File: src/rtl/uart_pkg.sv
// Shared state encoding and oversampling constants for the UART word receiver.
// Defining UART_RX_PARITY_EN adds the PARITY state used by the even-parity build.
package uart_pkg;

   localparam int OVERSAMPLE = 16;
   localparam int SAMPLE_MID = 8;

   typedef enum logic [2:0] {
      ST_IDLE,
      ST_START,
      ST_DATA,
`ifdef UART_RX_PARITY_EN
      ST_PARITY,
`endif
      ST_STOP,
      ST_WAIT_HIGH
   } rx_state_t;

   function automatic int calc_div(input int clk_freq, input int baud);
      return clk_freq / (baud * OVERSAMPLE);
   endfunction

endpackage

File: src/rtl/uart_rx_byte.sv
// 16x oversampling 8N1 byte receiver: synchronizer, tick prescaler, bit FSM with 2-of-3 voting.
// UART_RX_PARITY_EN inserts an even-parity bit check and the parity_err pulse.
module uart_rx_byte
   import uart_pkg::*;
#(
   parameter int CLK_FREQ = 12000000,
   parameter int BAUD     = 9600
) (
   input  logic       clk,
   input  logic       nrst,
   input  logic       rx,
   output logic [7:0] byte_data,
   output logic       byte_strobe,
   output logic       frame_err,
`ifdef UART_RX_PARITY_EN
   output logic       parity_err,
`endif
   output logic       busy
);

   localparam int DIV = calc_div(CLK_FREQ, BAUD);
   localparam int PW  = (DIV > 1) ? $clog2(DIV) : 1;
   localparam logic [3:0] S_LO  = 4'(SAMPLE_MID - 1);
   localparam logic [3:0] S_MID = 4'(SAMPLE_MID);
   localparam logic [3:0] S_HI  = 4'(SAMPLE_MID + 1);
   localparam logic [3:0] S_END = 4'(OVERSAMPLE - 1);

   logic          rx_m_reg, rx_s_reg;
   logic [PW-1:0] presc_reg;
   logic          tick;
   rx_state_t     state_reg, state_next;
   logic [3:0]    samp_reg, samp_next;
   logic [2:0]    bit_reg, bit_next;
   logic [7:0]    shift_reg, shift_next;
   logic [1:0]    ones_reg, ones_next;
   logic          bad_reg, bad_next;
   logic          strobe_reg, strobe_next;
   logic          ferr_reg, ferr_next;
   logic          maj;
`ifdef UART_RX_PARITY_EN
   logic          perr_reg, perr_next;
`endif

   assign tick = (presc_reg == PW'(DIV - 1));
   // Votes from samples 7 and 8 are banked; sample 9 completes the majority.
   assign maj  = (ones_reg == 2'd2) || ((ones_reg == 2'd1) && rx_s_reg);

   always_ff @(posedge clk or negedge nrst) begin
      if (!nrst) begin
         rx_m_reg   <= 1'b1;
         rx_s_reg   <= 1'b1;
         presc_reg  <= '0;
         state_reg  <= ST_IDLE;
         samp_reg   <= '0;
         bit_reg    <= '0;
         shift_reg  <= '0;
         ones_reg   <= '0;
         bad_reg    <= 1'b0;
         strobe_reg <= 1'b0;
         ferr_reg   <= 1'b0;
`ifdef UART_RX_PARITY_EN
         perr_reg   <= 1'b0;
`endif
      end else begin
         rx_m_reg   <= rx;
         rx_s_reg   <= rx_m_reg;
         presc_reg  <= tick ? '0 : presc_reg + 1'b1;
         state_reg  <= state_next;
         samp_reg   <= samp_next;
         bit_reg    <= bit_next;
         shift_reg  <= shift_next;
         ones_reg   <= ones_next;
         bad_reg    <= bad_next;
         strobe_reg <= strobe_next;
         ferr_reg   <= ferr_next;
`ifdef UART_RX_PARITY_EN
         perr_reg   <= perr_next;
`endif
      end
   end

   always_comb begin
      state_next  = state_reg;
      samp_next   = samp_reg;
      bit_next    = bit_reg;
      shift_next  = shift_reg;
      ones_next   = ones_reg;
      bad_next    = bad_reg;
      strobe_next = 1'b0;
      ferr_next   = 1'b0;
`ifdef UART_RX_PARITY_EN
      perr_next   = 1'b0;
`endif
      if (tick) begin
         samp_next = samp_reg + 4'd1;
         if (samp_reg == S_LO || samp_reg == S_MID)
            ones_next = ones_reg + {1'b0, rx_s_reg};
         unique case (state_reg)
            ST_IDLE: begin
               samp_next = '0;
               ones_next = '0;
               if (!rx_s_reg) state_next = ST_START;
            end
            // Start bit is confirmed mid-bit but held until its end so data counts align to bit edges.
            ST_START: begin
               if (samp_reg == S_LO && rx_s_reg) begin
                  state_next = ST_IDLE;
               end else if (samp_reg == S_END) begin
                  state_next = ST_DATA;
                  samp_next  = '0;
                  ones_next  = '0;
                  bit_next   = '0;
                  bad_next   = 1'b0;
               end
            end
            ST_DATA: begin
               if (samp_reg == S_HI) shift_next = {maj, shift_reg[7:1]};
               if (samp_reg == S_END) begin
                  samp_next = '0;
                  ones_next = '0;
                  bit_next  = bit_reg + 3'd1;
                  if (bit_reg == 3'd7) begin
`ifdef UART_RX_PARITY_EN
                     state_next = ST_PARITY;
`else
                     state_next = ST_STOP;
`endif
                  end
               end
            end
`ifdef UART_RX_PARITY_EN
            ST_PARITY: begin
               if (samp_reg == S_HI && ((^shift_reg) ^ maj)) begin
                  perr_next = 1'b1;
                  bad_next  = 1'b1;
               end
               if (samp_reg == S_END) begin
                  state_next = ST_STOP;
                  samp_next  = '0;
                  ones_next  = '0;
               end
            end
`endif
            ST_STOP: begin
               if (samp_reg == S_HI) begin
                  samp_next = '0;
                  ones_next = '0;
                  if (maj) begin
                     strobe_next = !bad_reg;
                     state_next  = ST_IDLE;
                  end else begin
                     ferr_next  = 1'b1;
                     state_next = ST_WAIT_HIGH;
                  end
               end
            end
            ST_WAIT_HIGH: begin
               samp_next = '0;
               if (rx_s_reg) state_next = ST_IDLE;
            end
            default: state_next = ST_IDLE;
         endcase
      end
   end

   assign byte_data   = shift_reg;
   assign byte_strobe = strobe_reg;
   assign frame_err   = ferr_reg;
`ifdef UART_RX_PARITY_EN
   assign parity_err  = perr_reg;
`endif
   assign busy        = (state_reg != ST_IDLE);

endmodule

File: src/rtl/uart_rx_word.sv
// Packs BYTES received bytes (first byte in the MSBs) into a word with a valid/ready output.
// UART_RX_PARITY_EN exposes parity_err and treats a parity failure like a framing failure.
module uart_rx_word
   import uart_pkg::*;
#(
   parameter int CLK_FREQ = 12000000,
   parameter int BAUD     = 9600,
   parameter int BYTES    = 4
) (
   input  logic               clk,
   input  logic               nrst,
   input  logic               rx,
   output logic [8*BYTES-1:0] word_data,
   output logic               word_valid,
   input  logic               word_ready,
   output logic               byte_strobe,
   output logic               frame_err,
   output logic               overrun,
`ifdef UART_RX_PARITY_EN
   output logic               parity_err,
`endif
   output logic               busy
);

   localparam int WW = 8 * BYTES;
   localparam int AW = (BYTES > 1) ? 8 * (BYTES - 1) : 1;
   localparam int CW = (BYTES > 1) ? $clog2(BYTES) : 1;

   logic [7:0]    rx_byte;
   logic          rx_strobe, rx_ferr, drop;
   logic [AW-1:0] acc_reg, acc_next, acc_shift;
   logic [WW-1:0] word_new, data_reg, data_next;
   logic [CW-1:0] cnt_reg, cnt_next;
   logic          valid_reg, valid_next;
   logic          ovr_reg, ovr_next;

   uart_rx_byte #(.CLK_FREQ(CLK_FREQ), .BAUD(BAUD)) u_byte (
      .clk         (clk),
      .nrst        (nrst),
      .rx          (rx),
      .byte_data   (rx_byte),
      .byte_strobe (rx_strobe),
      .frame_err   (rx_ferr),
`ifdef UART_RX_PARITY_EN
      .parity_err  (parity_err),
`endif
      .busy        (busy)
   );

`ifdef UART_RX_PARITY_EN
   assign drop = rx_ferr | parity_err;
`else
   assign drop = rx_ferr;
`endif

   // The accumulator only needs the BYTES-1 bytes that precede the completing one.
   generate
      if (BYTES == 1) begin : g_one
         assign word_new  = rx_byte;
         assign acc_shift = acc_reg;
      end else begin : g_multi
         assign word_new  = {acc_reg, rx_byte};
         assign acc_shift = word_new[AW-1:0];
      end
   endgenerate

   always_ff @(posedge clk or negedge nrst) begin
      if (!nrst) begin
         acc_reg   <= '0;
         cnt_reg   <= '0;
         data_reg  <= '0;
         valid_reg <= 1'b0;
         ovr_reg   <= 1'b0;
      end else begin
         acc_reg   <= acc_next;
         cnt_reg   <= cnt_next;
         data_reg  <= data_next;
         valid_reg <= valid_next;
         ovr_reg   <= ovr_next;
      end
   end

   always_comb begin
      acc_next   = acc_reg;
      cnt_next   = cnt_reg;
      data_next  = data_reg;
      valid_next = valid_reg;
      ovr_next   = 1'b0;
      if (valid_reg && word_ready) valid_next = 1'b0;
      if (drop) begin
         acc_next = '0;
         cnt_next = '0;
      end else if (rx_strobe) begin
         acc_next = acc_shift;
         if (cnt_reg == CW'(BYTES - 1)) begin
            cnt_next = '0;
            // A word still waiting downstream wins; the new one is dropped.
            if (!valid_reg || word_ready) begin
               data_next  = word_new;
               valid_next = 1'b1;
            end else begin
               ovr_next = 1'b1;
            end
         end else begin
            cnt_next = cnt_reg + 1'b1;
         end
      end
   end

   assign word_data   = data_reg;
   assign word_valid  = valid_reg;
   assign byte_strobe = rx_strobe;
   assign frame_err   = rx_ferr;
   assign overrun     = ovr_reg;

endmodule
File: config.mk
export PLATFORM = sky130hd
export DESIGN_NAME = uart_rx_word
export DESIGN_NICKNAME = d
export VERILOG_FILES = /design/src/rtl/uart_pkg.sv /design/src/rtl/uart_rx_byte.sv /design/src/rtl/uart_rx_word.sv
export SDC_FILE = /design/constraint.sdc
export NUM_CORES = 1
export LEC_CHECK = 0
export BUFFER_PORTS_ARGS = -buffer_cell sky130_fd_sc_hd__buf_2
export CELL_PAD_IN_SITES_DETAIL_PLACEMENT = 0
export CELL_PAD_IN_SITES_GLOBAL_PLACEMENT = 2
export CORE_MARGIN = 5
export CORE_UTILIZATION = 40
export DETAILED_ROUTE_END_ITERATION = 8
export GPL_TIMING_DRIVEN = 0
export PLACE_DENSITY_LB_ADDON = 0.1
export SYNTH_ARGS = -nofsm -noshare
export SYNTH_HDL_FRONTEND = slang
export SYNTH_SLANG_ARGS = --single-unit
File: constraint.sdc
create_clock -name clk -period 2.9 [get_ports clk]
set_clock_uncertainty 0.1 [all_clocks]
set_input_delay 0.58 -clock clk [delete_from_list [all_inputs] [get_ports clk]]
set_output_delay 0.58 -clock clk [all_outputs]
set_load 0.05 [all_outputs]
* After elaboration in Yosys (flattened, before gate mapping)
Cells that the tools add are included.
** Storage, ports and cells
- Register bits :: 91
- Input port bits :: 4
- Output and inout bits :: 37
- Logic and storage cells :: 103
** Cells by class
- Add/sub/neg operators :: 5
- Equal/unequal tests :: 21
- Mux-type cells :: 45
- Bitwise operators :: 1
- Reduce and logical (&&, ||, !) cells :: 16
** Operators with widths (count)
- $mux W24 :: 2
- $mux W3 :: 11
- $mux W1 :: 17
- $pmux W4 S4 :: 1
- $pmux W3 S5 :: 1
- $mux W2 :: 7
- $eq A4 B4 Y1 const B :: 3
- $mux W4 :: 3
- $ne A2 B1 Y1 const B :: 5
- $pmux W2 S4 :: 1
- $add A7 B1 Y7 const B :: 1
- $eq A7 B7 Y1 const B :: 1
- $mux W7 :: 1
- $reduce_and A7 Y1 :: 1
- $eq A3 B2 Y1 const B :: 2
- $eq A3 B3 Y1 const B :: 2
- $pmux W3 S2 :: 1
- $reduce_and A5 Y1 :: 1
- $add A4 B1 Y4 const B :: 1
- $eq A2 B2 Y1 const B :: 2
- $eq A4 B3 Y1 const B :: 1
- $ne A2 B2 Y1 const B :: 2
- $reduce_and A4 Y1 :: 1
- $reduce_bool A2 Y1 :: 2
- 14 further kinds :: 18

* Depth between registers and ports, before layout
- Depth after elaboration :: 7
- Depth in mapped cells :: 7

* Cells and area by module
Synthesis repeated with hierarchy kept, for this count alone.
** Unflattened totals
- Cell total of the unflattened synthesis :: 303
- Area, all modules :: 4147.7 um2
** By module, submodules not included
- uart_rx_word :: instances 1, cells an instance 160, area each 2493.6 um2
- uart_rx_byte :: instances 1, cells an instance 143, area each 1654.1 um2

* Worst setup path before layout
Ideal clock, no wire load.
- Path kind :: reg2reg
- From :: register u_byte.strobe_reg, in the netlist u_byte.byte_strobe
- To :: register data_reg[11], in the netlist word_data[11]
- Library setup time :: 125 ps
- Data arrival time :: 2041 ps
- Required time :: 2675 ps
- Slack :: 634 ps
- Cell stages (with the launch flop) :: 7
- Buffers on the path :: 3
- Cell sequence :: dfrtp_1 > buf_2 > nand3b_1 > nor2b_1 > clkbuf_1 > buf_1 > mux2_2
** On the way
- Cells in the longest elaborated chain, start to end :: 1
** Ends and longest elaborated chain
- start: declaration :: RTL line uart_rx_byte.sv:37 : logic strobe_reg, strobe_next;
- start signal: assignment :: RTL line uart_rx_byte.sv:74 : strobe_reg <= strobe_next;
- $reduce_and A4 Y1 (no line)
- end signal: assignment :: RTL line uart_rx_word.sv:77 : data_reg <= data_next;
- end: declaration :: RTL line uart_rx_word.sv:32 : logic [WW-1:0] word_new, data_reg, data_next;
No other way between the ends.
A chain may end at the register's enable or synchronous reset.

* Worst setup path after layout
- From :: register u_byte.ferr_reg, in the netlist u_byte.frame_err
- To :: register data_reg[8], in the netlist word_data[8]
** On the way
- Cells in the longest elaborated chain, start to end :: 2
** Ends and longest elaborated chain
- start: declaration :: RTL line uart_rx_byte.sv:38 : logic ferr_reg, ferr_next;
- start signal: assignment :: RTL line uart_rx_byte.sv:75 : ferr_reg <= ferr_next;
- $not A1 Y1 (no line)
- $reduce_and A4 Y1 (no line)
No other way between the ends.

==> run metrics <==
CP Data Arrival Time=2.51 ns; pin count of the biggest net entering global routing=70; maxcap violations=0; ant diodes=0; critical path class=flip-flop to flip-flop; clk_lat worst skew=0.34 ns; Critical Path RT=3.03 ns; initial antenna violation count=0; cell repeated most along the worst path=clkbuf_1; clock network power share=39.9%; Post-CTS Hold Buffers=0; Worst Slack Setup Final=0.515 ns; H-tree depth=3; GRT Residual Overflow=0; Post-Syn Area=3940 um2; # placed instances=483; # resized after CTS=0; Synth top area share=56.5%; total number of vias=2,424; syn_area_per_cell=12.8 um2; most frequent cell after synthesis=dfrtp_1; Final min period=2.38 ns; Tightest Pin Transition=0.759 ns; DIE AREA=11,900 um2; sw frac=21.6%; register area=2280 um2; drc violations=0; total track usage=13.9%; ys flop type=dfrtp_1; 1st-pass router iterations=6; leakage power=2.27 nW; gpl congestion=0.786; initial core utilization=40.7%; initial DRC count=61; Die Ht=109 um; max reg flops=32; crit path capture type=flip-flop; root buf cell=clkbuf_8; CTS tree=yes; Ys Warns=0; setup TNS=0 ns; routed len/inst=15.0 um; CP Max Fanout=10; Cells after Synth=309; outcome=completed; CP max-delay cell=buf_1; CORE AREA=9680 um2; Nets=374; Net Count, Synth=322; max incr delay on CP=0.56 ns; library cells used by synthesis=46; cell-internal power=0.00170 W; Worst Path Buf+Inv=3; Clock Tree Buf Depth=2; synth-to-layout area growth=15.2%; Routed WL=7470 um; Power Total=0.00217 W; Worst-path clk slew=0.09 ns; ys async rst share=100%; Fmax achieved=419 MHz; area of the multi-input gates=1560 um2; final period utilization=82.2%; Seq cells post-synth=91; total CTS buffers=9; power per cell area=478 nW/um2; combinational share of power=1.5%; Synth area leaders=dfrtp_1 57%, mux2_2 11%, mux2i_1 7.6%; site row count=36; vias in the first global route=2,456; fin cells=499; via-per-instance ratio=4.86; # clock sinks=91; first-pass GRT wire length=12,800 um; Final Hold Vio Count=0; number of flops mapped to enable cells by yosys=0; Detail Placement HPWL=5300 um; maximum vdd drop=0.282 mV; num ports=41; I/O Buffers=40; Crit path max-delay family=buffers and inverters; remaining antenna violation count after routing=0; DP Worst Slack=0.486 ns; RSZ-0062 raised after global routing=no; met1 global-route usage=18.7%; Post-CTS Setup Inserts=0; gr busiest metal=met2; sequential share of power=58.6%; Slew HR=49.4%; hold crit path type=primary input to asynchronous set/reset pin; max-slew violations=0; die width=109 um; crit start category=flip-flop; layout cell share with drive strength beyond 1=29.0%; final setup vio count=0; dominant cell type by area after synthesis=dfrtp_1; post-synthesis sequential area ratio=57.8%; CP Cell Sequence=clkbuf_1, nand3b_1, nor2b_1, clkbuf_1, buf_1, mux2_2; M3 GR Usage=2.61%; fill count=932; synth cell count leaders=89 x dfrtp_1, 45 x nor2_1, 40 x mux2_2; GR Layer Usage met2=22.5%; Switch Pwr=0.000468 W
-- final timing paths --
path	cells after the start	startpoint	slack [ns]	end
worst min-delay path	1	nrst	0.02	word_data[25]$_DFFE_PN0P_
worst min register to register	0	u_byte.rx_m_reg$_DFF_PN1_	0.26	u_byte.rx_s_reg$_DFF_PN1_
worst max-delay path	6	u_byte.frame_err$_DFF_PN0_	0.52	word_data[8]$_DFFE_PN0P_
max in group asynchronous	2	nrst	2.00	u_byte.rx_s_reg$_DFF_PN1_
min in group clk	1	rx	0.23	u_byte.rx_m_reg$_DFF_PN1_
worst max register to register	6	u_byte.frame_err$_DFF_PN0_	0.52	word_data[8]$_DFFE_PN0P_
-- through the flow --
step	hold WS (ns)	utilization, %	area, um2
floorplan	0.184	-	3940
global placement	0.247	44.5	4310
detailed placement	0.247	44.8	4340
CTS	0.0185	46.9	4540
global route	0.0250	46.9	4540
finish	0.0237	46.9	4540
-- cell families after synthesis --
kind of cell | share of synthesized area (%)
flip-flops | 57.8
AND/OR/NAND/NOR | 11.8
multiplexers | 20.0
buffers and inverters | 2.54
AO/OA/AOI/OAI | 3.84
adder cells (fa/ha/maj) | 2.86
XOR/XNOR | 1.11
-- layout by cell type, fill, tap and decap left out, types with 3 or more instances in the layout --
| master | netlist | final |
|---|---|---|
| nor2_1 | 45 | 45 |
| nor3_1 | 3 | 3 |
| and3b_1 | 3 | 3 |
| clkinvlp_4 | 0 | 3 |
| dfrtp_1 | 89 | 89 |
| nor2b_1 | 5 | 5 |
| mux2i_1 | 30 | 30 |
| nand3_1 | 4 | 4 |
| ha_1 | 9 | 9 |
| buf_2 | 2 | 41 |
| a21oi_1 | 3 | 3 |
| inv_1 | 6 | 6 |
| mux2_2 | 40 | 40 |
| o22ai_1 | 3 | 3 |
| nand2_1 | 6 | 6 |
| clkbuf_8 | 0 | 10 |
| nand3b_1 | 6 | 6 |
| clkbuf_1 | 11 | 12 |
| buf_1 | 4 | 4 |
| xnor2_1 | 3 | 3 |
-- layout make-up --
type / count / area share, %
flip-flops and latches: 91 / 50.2
multi-input cells: 194 / 34.4
repair buffers: 41 / 5.07
well taps: 133 / 3.66
clock buffers: 11 / 3.11
plain buffers: 18 / 1.71
clock inverters: 5 / 1.35
inverters: 6 / 0.496
-- power groups by stage --
stage / registers (W) / logic [W] / clock network, W
finish: 0.00127 / 0.0000328 / 0.000867
detailed placement: 0.00130 / 0.0000355 / 0
global route: 0.00127 / 0.0000401 / 0.000971
global placement: 0.00130 / 0.0000304 / 0
CTS: 0.00127 / 0.0000355 / 0.000912
floorplan: 0.00130 / 0.00000218 / 0
-- worst register-to-register path, stage by stage (launching register included) --
cell and delay (ns):
dfrtp_1 0.38, clkbuf_1 0.22, nand3b_1 0.27, nor2b_1 0.13, clkbuf_1 0.19, buf_1 0.56
mux2_2 0.41
-- per-layer routing --
| metal | up-vias | part of all wire [%] |
|---|---|---|
| met1 | 1208 | 47 |
| met4 | 0 | 1.3 |
| met5 | - | 0 |
| met2 | 26 | 49 |
| li1 | 1182 | - |
| met3 | 8 | 2.6 |
Note: power is estimated with default switching activity, not from simulation.
